[src/rtl/shift_sequencer_if.sv]
// Shift sequencer handshake bundle; master drives the request side, slave returns status and result.
// No backpressure signals: requests arriving while the sequencer is busy are simply dropped.
interface shift_sequencer_if #(
   parameter int WIDTH = 32,
   parameter int SHW   = 5
);
   logic             start;
   logic [1:0]       op;
   logic [WIDTH-1:0] operand;
   logic [SHW-1:0]   shamt;
   logic             abort;
   logic             busy;
   logic             done;
   logic [WIDTH-1:0] result;

   modport master (
      output start, op, operand, shamt, abort,
      input  busy, done, result
   );

   modport slave (
      input  start, op, operand, shamt, abort,
      output busy, done, result
   );
endinterface

[src/rtl/shift_sequencer.sv]
// Bit-serial shifter: one bit per cycle, done pulse n+1 cycles after an accepted start (n = effective amount).
// No backpressure: start is only looked at in IDLE, so requests made while busy are dropped.
module shift_sequencer #(
   parameter int WIDTH = 32,
   parameter int SHW   = 5
) (
   input  logic            clk,
   input  logic            rst,
   shift_sequencer_if.slave bus
);
   typedef enum logic [1:0] {
      IDLE  = 2'd0,
      SHIFT = 2'd1,
      DONE  = 2'd2
   } state_t;

   localparam logic [1:0] OP_SLL  = 2'b00;
   localparam logic [1:0] OP_SRL  = 2'b01;
   localparam logic [1:0] OP_PASS = 2'b10;
   localparam logic [1:0] OP_SRA  = 2'b11;

   state_t           state;
   logic [1:0]       op_q;
   logic [SHW-1:0]   cnt;
   logic [WIDTH-1:0] work;
   logic [WIDTH-1:0] shifted;
   logic             busy_q;
   logic             done_q;

   always_comb begin
      shifted = work;
      case (op_q)
         OP_SLL:  shifted = {work[WIDTH-2:0], 1'b0};
         OP_SRL:  shifted = {1'b0, work[WIDTH-1:1]};
         OP_SRA:  shifted = {work[WIDTH-1], work[WIDTH-1:1]};
         default: shifted = work;
      endcase
   end

   always_ff @(posedge clk or posedge rst) begin
      if (rst) begin
         state  <= IDLE;
         op_q   <= OP_SLL;
         cnt    <= '0;
         work   <= '0;
         busy_q <= 1'b0;
         done_q <= 1'b0;
      end else begin
         case (state)
            IDLE: begin
               // abort outranks start, so a simultaneous request is dropped
               if (bus.start && !bus.abort) begin
                  work   <= bus.operand;
                  op_q   <= bus.op;
                  busy_q <= 1'b1;
                  if (bus.op == OP_PASS || bus.shamt == '0) begin
                     cnt    <= '0;
                     state  <= DONE;
                     done_q <= 1'b1;
                  end else begin
                     cnt    <= bus.shamt;
                     state  <= SHIFT;
                     done_q <= 1'b0;
                  end
               end else begin
                  busy_q <= 1'b0;
                  done_q <= 1'b0;
               end
            end
            SHIFT: begin
               // the aborting edge still shifts, leaving the partial value visible
               work <= shifted;
               cnt  <= cnt - 1'b1;
               if (bus.abort) begin
                  state  <= IDLE;
                  busy_q <= 1'b0;
                  done_q <= 1'b0;
               end else if (cnt <= SHW'(1)) begin
                  state  <= DONE;
                  busy_q <= 1'b1;
                  done_q <= 1'b1;
               end else begin
                  busy_q <= 1'b1;
                  done_q <= 1'b0;
               end
            end
            DONE: begin
               state  <= IDLE;
               busy_q <= 1'b0;
               done_q <= 1'b0;
            end
            default: begin
               state  <= IDLE;
               busy_q <= 1'b0;
               done_q <= 1'b0;
            end
         endcase
      end
   end

   assign bus.busy   = busy_q;
   assign bus.done   = done_q;
   assign bus.result = work;

   a_done_implies_busy: assert property (@(posedge clk) disable iff (rst) done_q |-> busy_q);
   a_done_single:       assert property (@(posedge clk) disable iff (rst) done_q |=> !done_q);
endmodule

[src/flat_wrapper.sv]
// flat-port wrapper written by rule: the top's interface ports become plain ports
module shift_sequencer_flat 
#(
   parameter int WIDTH = 32,
   parameter int SHW   = 5
)
  (clk, rst, bus_start, bus_op, bus_operand, bus_shamt, bus_abort, bus_busy, bus_done, bus_result);
  shift_sequencer_if #(.WIDTH(WIDTH), .SHW(SHW)) bus_i ();
  input  logic clk;
  input  logic rst;
  input wire logic [$bits(bus_i.start)-1:0] bus_start;
  input wire logic [$bits(bus_i.op)-1:0] bus_op;
  input wire logic [$bits(bus_i.operand)-1:0] bus_operand;
  input wire logic [$bits(bus_i.shamt)-1:0] bus_shamt;
  input wire logic [$bits(bus_i.abort)-1:0] bus_abort;
  output wire logic [$bits(bus_i.busy)-1:0] bus_busy;
  output wire logic [$bits(bus_i.done)-1:0] bus_done;
  output wire logic [$bits(bus_i.result)-1:0] bus_result;
  assign bus_i.start = bus_start;
  assign bus_i.op = bus_op;
  assign bus_i.operand = bus_operand;
  assign bus_i.shamt = bus_shamt;
  assign bus_i.abort = bus_abort;
  assign bus_busy = bus_i.busy;
  assign bus_done = bus_i.done;
  assign bus_result = bus_i.result;
  shift_sequencer #(.WIDTH(WIDTH), .SHW(SHW)) u_core (.clk(clk), .rst(rst), .bus(bus_i));
endmodule
[config.mk]
export PLATFORM = sky130hd
export DESIGN_NAME = shift_sequencer_flat
export DESIGN_NICKNAME = d
export VERILOG_FILES = /design/src/rtl/shift_sequencer_if.sv /design/src/rtl/shift_sequencer.sv /design/src/flat_wrapper.sv
export SDC_FILE = /design/constraint.sdc
export NUM_CORES = 1
export LEC_CHECK = 0
export CORE_MARGIN = 1
export CORE_UTILIZATION = 25
export CTS_CLUSTER_DIAMETER = 150
export CTS_CLUSTER_SIZE = 12
export DETAILED_ROUTE_END_ITERATION = 10
export PLACE_DENSITY = 0.54
export SYNTH_ARGS = -nofsm -noshare
export SYNTH_HDL_FRONTEND = slang
export SYNTH_SLANG_ARGS = --single-unit
[constraint.sdc]
create_clock -name clk -period 1.4 [get_ports clk]
set_input_delay 0.28 -clock clk [delete_from_list [all_inputs] [get_ports clk]]
set_output_delay 0.28 -clock clk [all_outputs]
set_load 0.005 [all_outputs]
Yosys cells after proc, flatten, opt, wreduce, memory -nomap -nowiden:

Index checks and enable logic that the tools add are counted.

* bits in registers: 43
* logic and storage cells: 49
* input bits: 43
* output and inout bits: 34

* $lt $le $gt $ge: 1
* add/subtract/negate cells: 1
* reduce and logical (&&, ||, !) cells: 12
* equal/unequal tests: 9
* multiplexer cells: 19

Operators with widths (number)
* case mux 32 bit (3 select lines): 1
* case mux 32 bit (2 select lines): 1
* two-way mux 32 bit: 1
* two-way mux 5 bit: 2
* case mux 5 bit (2 select lines): 1
* two-way mux 2 bit: 4
* two-way mux 1 bit: 6
* AND reduction 2 bit: 3
* <= comparator 5 x 1 -> 1 bit (second input constant): 1
* logical NOT 5 bit: 1
* subtractor 5 x 1 -> 5 bit (second input constant): 1
* equality test 2 x 1 -> 1 bit (second input constant): 2
* equality test 2 bit (second input constant): 2
* logical NOT 2 bit: 2
* != test 4 bit (second input constant): 1
* case mux 1 bit (2 select lines): 2
* case mux 2 bit (2 select lines): 1
* AND reduction 4 bit: 1
* != test 3 x 2 -> 1 bit (second input constant): 1
* != test 3 bit (second input constant): 1
* AND reduction 3 bit: 1
* != test 2 x 1 -> 1 bit (second input constant): 1
* != test 2 bit (second input constant): 1
* nonzero test 2 bit: 1
* other kinds (3): 3

Depth between registers and ports, before layout:

Gate-level depths: netlist (run 1).

* depth after elaboration: 5
* mapped depth: 6
* depth with buffers taken out: 5

Worst setup path before layout (run 1):

OpenSTA, ideal clock, no wires.

* kind: register to register
* from: reg u_core.state[1]
* to: reg u_core.cnt[1]
* setup time: 65 ps
* arrival time: 1299 ps
* slack: 36 ps
* data required time: 1335 ps
* period minus slack after synthesis: 1364 ps
* buffers on the path: 0
* stages on the path, launching flop included: 4
* path through: dfrtp_1 -> or4b_4 -> a211oi_1 -> a21o_1

* word-level cells in the longest chain between the ends: 3
* elaborated cells on any way between the ends: 6
* classes of those cells: 2 x eq/ne; 1 x mux; 3 x reduce/logical

Ends and longest elaborated chain
* start: declaration: RTL line shift_sequencer.sv:22 `state_t state;`
* start signal: assignment: RTL line shift_sequencer.sv:42 `state <= IDLE;`
* start signal: assignment: RTL line shift_sequencer.sv:58 `state <= DONE;`
* start signal: assignment: RTL line shift_sequencer.sv:62 `state <= SHIFT;`
* logical NOT 2 bit / equality test 2 x 1 -> 1 bit (equally long branches): RTL line shift_sequencer.sv:49 `case (state)`
* != test 2 x 1 -> 1 bit (no source line) / nonzero test 2 bit (equally long branches)
* AND reduction 2 bit (no source line)
* end signal: assignment: RTL line shift_sequencer.sv:61 `cnt <= bus.shamt;`
* end signal: assignment: RTL line shift_sequencer.sv:73 `cnt <= cnt - 1'b1;`
* end: declaration: RTL line shift_sequencer.sv:24 `logic [SHW-1:0] cnt;`

Parallel ways exist; a longest one is shown, timed or not.
A chain may end at the register's enable or synchronous reset.

Worst setup path in the final report (run 1):

* from: reg u_core.state[0]
* to: reg u_core.state[0]

* word-level cells in the longest chain between the ends: 3
* elaborated cells on any way between the ends: 6
* classes of those cells: 3 x eq/ne; 1 x mux; 2 x reduce/logical

Ends and longest elaborated chain (RTL line)
* equality test 2 x 1 -> 1 bit / logical NOT 2 bit (equally long branches): shift_sequencer.sv:49
* != test 3 x 2 -> 1 bit (no source line) / != test 2 x 1 -> 1 bit (equally long branches)
* AND reduction 2 bit (no source line)

Parallel ways exist; a longest one is shown, timed or not.

==> results of run 1 <==
-- worst register-to-register path, delay by kind of cell (launching register included) --
family | cells | cell delay (ns)
flops | 1 | 0.44
simple gates | 1 | 0.59
compound gates | 1 | 0.13
buf+inv | 1 | 0.16
-- placed cells by master, fill, tap and decap left out, drive strengths merged, types with 2 or more instances in the layout --
cell and instances:
dlygate4sd2 38, inv 7, clkinv 2, ha 2, o21ai 38, nor2b 2, clkdlybuf4s50 37, nand2 39
buf 62, a21boi 2, o22a 2, nor3 2, nand2b 2, clkbuf 6, a21oi 37, nand3 2
dfrtp 43, mux2i 30, nor2 37
-- cell families after synthesis --
| kind of cell | Yosys count | synth area share, % |
|---|---|---|
| simple gates | 91 | 16.2 |
| compound gates | 88 | 20.3 |
| flops | 43 | 45.2 |
| mux | 30 | 12.6 |
| buf+inv | 25 | 4.63 |
| fa+ha+maj | 2 | 1.05 |
-- power by group through the flow --
stage / registers, uW / clock network, uW / logic [uW]
2_1_floorplan: 2310 / 0 / 1510
3_3_place_gp: 2450 / 0 / 3020
6_report: 2200 / 988 / 3970
3_5_place_dp: 2450 / 0 / 3070
4_1_cts: 2200 / 1020 / 3830
5_1_grt: 2290 / 1070 / 4360
-- through the flow --
| stage | std cells | hold slack, ns |
|---|---|---|
| after floorplan | 279 | 0.385 |
| after global placement | 492 | 0.513 |
| after detailed placement | 492 | 0.519 |
| after CTS | 535 | 0.327 |
| after global routing | 537 | 0.340 |
| final | 537 | 0.309 |
-- sequential cells by signal, indices dropped and copies added (netlist names) --
name               flops
u_core.bus.busy        1
u_core.bus.done        1
u_core.bus.result     32
u_core.cnt             5
u_core.op_q            2
u_core.state           2
-- repair_timing --
action	4_1_cts	5_1_grt
cloned	2	1
setup endpoints to repair	69	41
pin swaps	8	4
buffers inserted	33	1
resized for setup	57	26
-- layout make-up --
class,count,share of cell area [%]
well taps,129,4.00
inverters,7,0.713
multi-input cells,211,32.7
clock inverters,3,1.09
repair buffers,139,33.0
flip-flops and latches,43,26.7
clock buffers,5,1.71
-- per-layer routing --
metal | global-route usage [%] | wire, microns
met5 | 0 | 0
met4 | 4.52 | 106
met3 | 3.65 | 355
met2 | 25.3 | 3620
met1 | 20.2 | 3460
-- worst paths after layout --
kind,slack (ns),end
max,0.001,u_core.state[0]$_DFFE_PP0P_
min,0.31,u_core.bus.result[16]$_DFFE_PP0P_
max reg2reg,0.001,u_core.state[0]$_DFFE_PP0P_
min reg2reg,0.53,u_core.bus.result[0]$_DFFE_PP0P_
max in group asynchronous,0.85,u_core.state[0]$_DFFE_PP0P_
min in group clk,0.42,u_core.cnt[3]$_DFFE_PP0P_
==> impl_metrics.yaml, run 1 <==
routing:
  wl_microns: 7550
  ant_nets: 0
  drtPass1Iterations: 4
  first_iter_violations: 120
  vias_per_cell: 4.58
  via_count: 2458
  wl_per_cell_microns: 14.1
  drc: 0
cells_and_area:
  antennaDiodeCount: 0
  final-seq-area_sq_mm: 0.00108
  fillers: 909
  finalNetCount: 452
  syn_to_final_growth_pct: 69.5
  multi_input_area_sq_mm: 0.00132
  drive_gt1_share_pct: 23.3
  final_util_pct: 43.7
  postLayoutCellArea_sq_mm: 0.00403
pwr:
  p_leak_uw: 0.00187
  pwr-share-seq_pct: 30.8
  clock_power_share_pct: 13.8
  powerDensity_mw_per_mm2: 1770
  pwr-share-comb_pct: 55.4
  switching_share_pct: 37.0
  power.internal_uw: 4510
  switchingPower_uw: 2650
  power_uw: 7160
  peakVddDrop_uv: 551
sta:
  rsz0062_at_grt: "true"
  drv_slew: 0
  fin_setup_tns_ns: 0
  max_freq_mhz: 715
  hold_viol: 0
  fin_skew_ns: 0.0129
  setup_ws_ns: 0.00106
  slew_headroom_pct: 80.7
  setup_viol: 0
  period_minus_slack_ns: 1.40
  finalCritPeriodShare_pct: 99.9
  worst_pin_slew_ns: 0.288
clock_network:
  cts_made_buffers: 5
  cts_root_buf: "clkbuf_8"
  cts_tree: "yes"
  cts.sinks: 43
  clk_pin_slew_ns: 0.09
  cts_buffer_depth: 2
  clock_latency_ns: 0.30
  h-tree-depth: 2
  cts_hold_buffers: 0
setup_path:
  worstSetupStartpoint: "u_core.state[0]$_DFFE_PP0P_"
  path_max_fanout: 4
  crit_type: "flip-flop to flip-flop"
  worstPathArrival_ns: 1.62
  crit_buf_inv: 1
  rr_startpoint: "u_core.state[0]$_DFFE_PP0P_"
  cp-start-kind: "flip-flop"
  critPathCaptureType: "flip-flop"
  worstPathRequired_ns: 1.62
  cpMaxStageDelayCell: "or4b_4"
  cp_top_family: "simple AND/OR/NAND/NOR gates"
  worstRegToRegCells: 3
  cp_cell_sequence: "or4b_4, buf_6, o22ai_4"
  slowest_delay_ns: 0.59
  path_depth: 3
place:
  dpl.hpwl_microns: 4710
  dpl_cell_area_sq_mm: 0.00349
  gp_congestion: 0.815
  dpl_worst_slack_ns: -0.453
  io_buffers: 76
floorplan:
  fp.dieArea_sq_mm: 0.00991
  rows: 35
  core_sq_mm: 0.00924
  initial_core_util_pct: 25.8
  fp.dieW_microns: 99.6
  io_pins: 77
  die_y_microns: 99.6
yosys:
  syn_avg_cell_area_sq_um: 8.53
  synth-seq-cells: 43
  synthTopCellsByCount: "43 x dfrtp_1, 39 x nand2_1, 37 x a21oi_1, 37 x nor2_1"
  ys_top_cells_by_area: "dfrtp_1 45%, mux2i_1 13%, a21oi_1 7.8%"
  synth_top_area_share_pct: 45.2
  async_reset_ff_share_pct: 100
  syn_area_sq_mm: 0.00238
  postSynthCellCount: 279
  synth-seq-area-share_pct: 45.2
  ys_warn_count: 0
  synth_fp_nets: 324
  synth_edf_count: 0
  ys.flop_type: "dfrtp_1"
  synth_most_common_cell: "dfrtp_1"
  yosys.area.top_type: "dfrtp_1"
  synth.distinct_cells: 33
global_routing:
  track_usage_pct: 15.4
  grt.overflow.total: 0
  antenna_found_initial: 0
  grt_start_max_net_pins: 44
  grt_pass1_vias: 2429
  grt_pass1_wl_microns: 11900
min_path:
  hold_class: "input pin to asynchronous set/reset pin"
run:
  drv_cap: 0
status:
  status: "complete, no violations"
Power figures use the tool's default switching activity.
==> run 2: changes to the inputs <==
Settings changed: ABC_AREA from default to 1, CORE_MARGIN 1 to default, PLACE_DENSITY 0.54 to 0.53.
==> impl_metrics.yaml, run 2 <==
sta:
  fin_setup_tns_ns: -0.0287
  setup_ws_ns: -0.00832
  slew_headroom_pct: 83.6
  fin_skew_ns: 0.0108
  worst_pin_slew_ns: 0.245
  drv_slew: 0
  setup_viol: 8
  max_freq_mhz: 710
  period_minus_slack_ns: 1.41
  rsz0062_at_grt: "true"
  finalCritPeriodShare_pct: 101
  hold_viol: 0
global_routing:
  grt_pass1_vias: 2727
  track_usage_pct: 14.8
  grt_start_max_net_pins: 44
  grt.overflow.total: 0
  grt_pass1_wl_microns: 13000
  antenna_found_initial: 0
setup_path:
  worstPathArrival_ns: 1.60
  cp_top_family: "simple AND/OR/NAND/NOR gates"
  worstPathRequired_ns: 1.60
  ff2ff_setup_slack_ns: -0.008
  cpMaxStageDelayCell: "dfrtp_1"
  cp_cell_sequence: "inv_2, nand2_8, clkinv_4, nand2_4, nor2_4, nor2_8, buf_4, nand2_1, nand2_1"
  path_max_fanout: 4
  critPathCaptureType: "flip-flop"
  cpMostUsedCell: "nand2_1"
  worstRegToRegCells: 9
  crit_type: "flip-flop to flip-flop"
  crit_buf_inv: 3
  cp-start-kind: "flip-flop"
  r2r_end: "u_core.bus.result[13]$_DFFE_PP0P_"
  slowest_delay_ns: 0.42
  rr_startpoint: "u_core.state[1]$_DFFE_PP0P_"
pwr:
  powerDensity_mw_per_mm2: 2250
  pwr-share-comb_pct: 65.3
  clock_power_share_pct: 10.4
  power.internal_uw: 5220
  switching_share_pct: 43.5
  switchingPower_uw: 4010
  p_leak_uw: 0.00219
  peakVddDrop_uv: 741
  pwr-share-seq_pct: 24.3
routing:
  via_count: 2810
  vias_per_cell: 4.30
  ant_nets: 0
  wl_per_cell_microns: 12.1
  first_iter_violations: 111
  wl_microns: 7880
  drtPass1Iterations: 4
  drc: 0
yosys:
  synth_edf_count: 0
  yosys.area.top_type: "dfrtp_1"
  synth_fp_nets: 444
  syn_area_sq_mm: 0.00264
  ys.flop_type: "dfrtp_1"
  ys_top_cells_by_area: "dfrtp_1 41%, nand2_1 26%, nor2_1 8.5%"
  synth-seq-area-share_pct: 40.8
  synth-seq-cells: 43
  syn_avg_cell_area_sq_um: 6.62
  postSynthCellCount: 399
  synth_most_common_cell: "nand2_1"
  synthTopCellsByCount: "186 x nand2_1, 60 x nor2_1, 43 x dfrtp_1"
  ys_warn_count: 0
  async_reset_ff_share_pct: 100
  synth.distinct_cells: 25
  synth_top_area_share_pct: 40.8
place:
  placed_cells: 608
  dpl_cell_area_sq_mm: 0.00365
  io_buffers: 76
  dpl.hpwl_microns: 5140
  gp_congestion: 0.755
clock_network:
  cts.sinks: 43
  cts_made_buffers: 5
  cts_root_buf: "clkbuf_8"
  cts_buffer_depth: 2
  clk_pin_slew_ns: 0.09
  cts_hold_buffers: 0
  h-tree-depth: 2
  clock_latency_ns: 0.30
  cts_tree: "yes"
cells_and_area:
  drive_gt1_share_pct: 19.1
  layout_common_cells: "168 x nand2_1, 58 x nor2_1, 44 x buf_4"
  postLayoutCellArea_sq_mm: 0.00411
  finalNonFillerCells: 653
  largest_reg_flops: 32
  final_common_cell: "nand2_1"
  antennaDiodeCount: 0
  syn_to_final_growth_pct: 55.7
  finalNetCount: 562
floorplan:
  core_sq_mm: 0.0103
  io_pins: 77
  fp.dieW_microns: 105
  rows: 37
  fp.dieArea_sq_mm: 0.0110
  initial_core_util_pct: 25.7
  die_y_microns: 105
status:
  status: "finished with violations"
  violations: "setup timing"
min_path:
  hold_class: "input pin to asynchronous set/reset pin"
run:
  drv_cap: 0
-- run 2: metrics by stage --
stage	hold slack (ns)	setup WS [ns]	power, uW	utilization, %
2_1_floorplan	0.390	0.117	5360	-
3_3_place_gp	0.489	-0.302	7370	35.5
3_5_place_dp	0.494	-0.338	7430	35.5
4_1_cts	0.330	0.00422	8880	38.7
5_1_grt	0.338	-0.0847	10200	40.0
6_report	0.325	-0.00832	9240	40.0
-- run 2: power by group through the flow --
stage          clock network (uW)  logic [uW]  registers (uW)
2_1_floorplan                   0        3010            2350
3_3_place_gp                    0        4920            2460
3_5_place_dp                    0        4950            2480
4_1_cts                       986        5660            2230
5_1_grt                      1040        6790            2330
6_report                      960        6030            2250
-- run 2: worst max-delay path by stage --
stage	startpoint	slack, ns	to	cells after the start
floorplan	rst	0.12	u_core.bus.busy$_DFF_PP0_	1
global placement	bus_abort	-0.30	u_core.bus.result[13]$_DFFE_PP0P_	10
detailed placement	bus_abort	-0.34	u_core.bus.result[24]$_DFFE_PP0P_	10
CTS	u_core.state[0]$_DFFE_PP0P_	0.004	u_core.bus.result[2]$_DFFE_PP0P_	7
global route	u_core.state[1]$_DFFE_PP0P_	-0.08	u_core.bus.result[6]$_DFFE_PP0P_	9
finish	u_core.state[1]$_DFFE_PP0P_	-0.008	u_core.bus.result[13]$_DFFE_PP0P_	9
-- run 2: worst register-to-register path, delay by kind of cell, from the launching register on --
kind / cells / cell delay (ns)
buf+inv: 3 / 0.34
flops: 1 / 0.42
simple gates: 6 / 0.54
-- run 2: area by class of cell --
class | count | area (sq um)
Inverter | 20 | 80.1
Timing Repair Buffer | 131 | 1230
Clock buffer | 6 | 72.6
Tap cell | 136 | 170
Fill cell | 1133 | 6170
Sequential cell | 43 | 1080
Multi-Input combinational cell | 316 | 1450
Clock inverter | 1 | 30.0
-- run 2: what timing repair did --
action	in CTS	in global routing
setup buffers	33	4
cloned	1	0
pin swaps	1	6
endpoints found under the setup margin	65	34
gates resized for setup	35	34
-- run 2: logic make-up after synthesis --
| group | count (synthesis) | synth area share (%) |
|---|---|---|
| compound gates | 45 | 9.43 |
| fa+ha+maj | 2 | 0.948 |
| buf+inv | 41 | 7.72 |
| flops | 43 | 40.8 |
| simple gates | 268 | 41.1 |
-- run 2: metal layers --
layer | global-route usage, % | part of all wire (%) | up-vias
met4 | 4.23 | 1.2 | 0
met1 | 18.9 | 48 | 1279
met5 | 0 | 0 | -
met3 | 2.50 | 3.0 | 7
met2 | 25.5 | 48 | 60
li1 | - | - | 1464
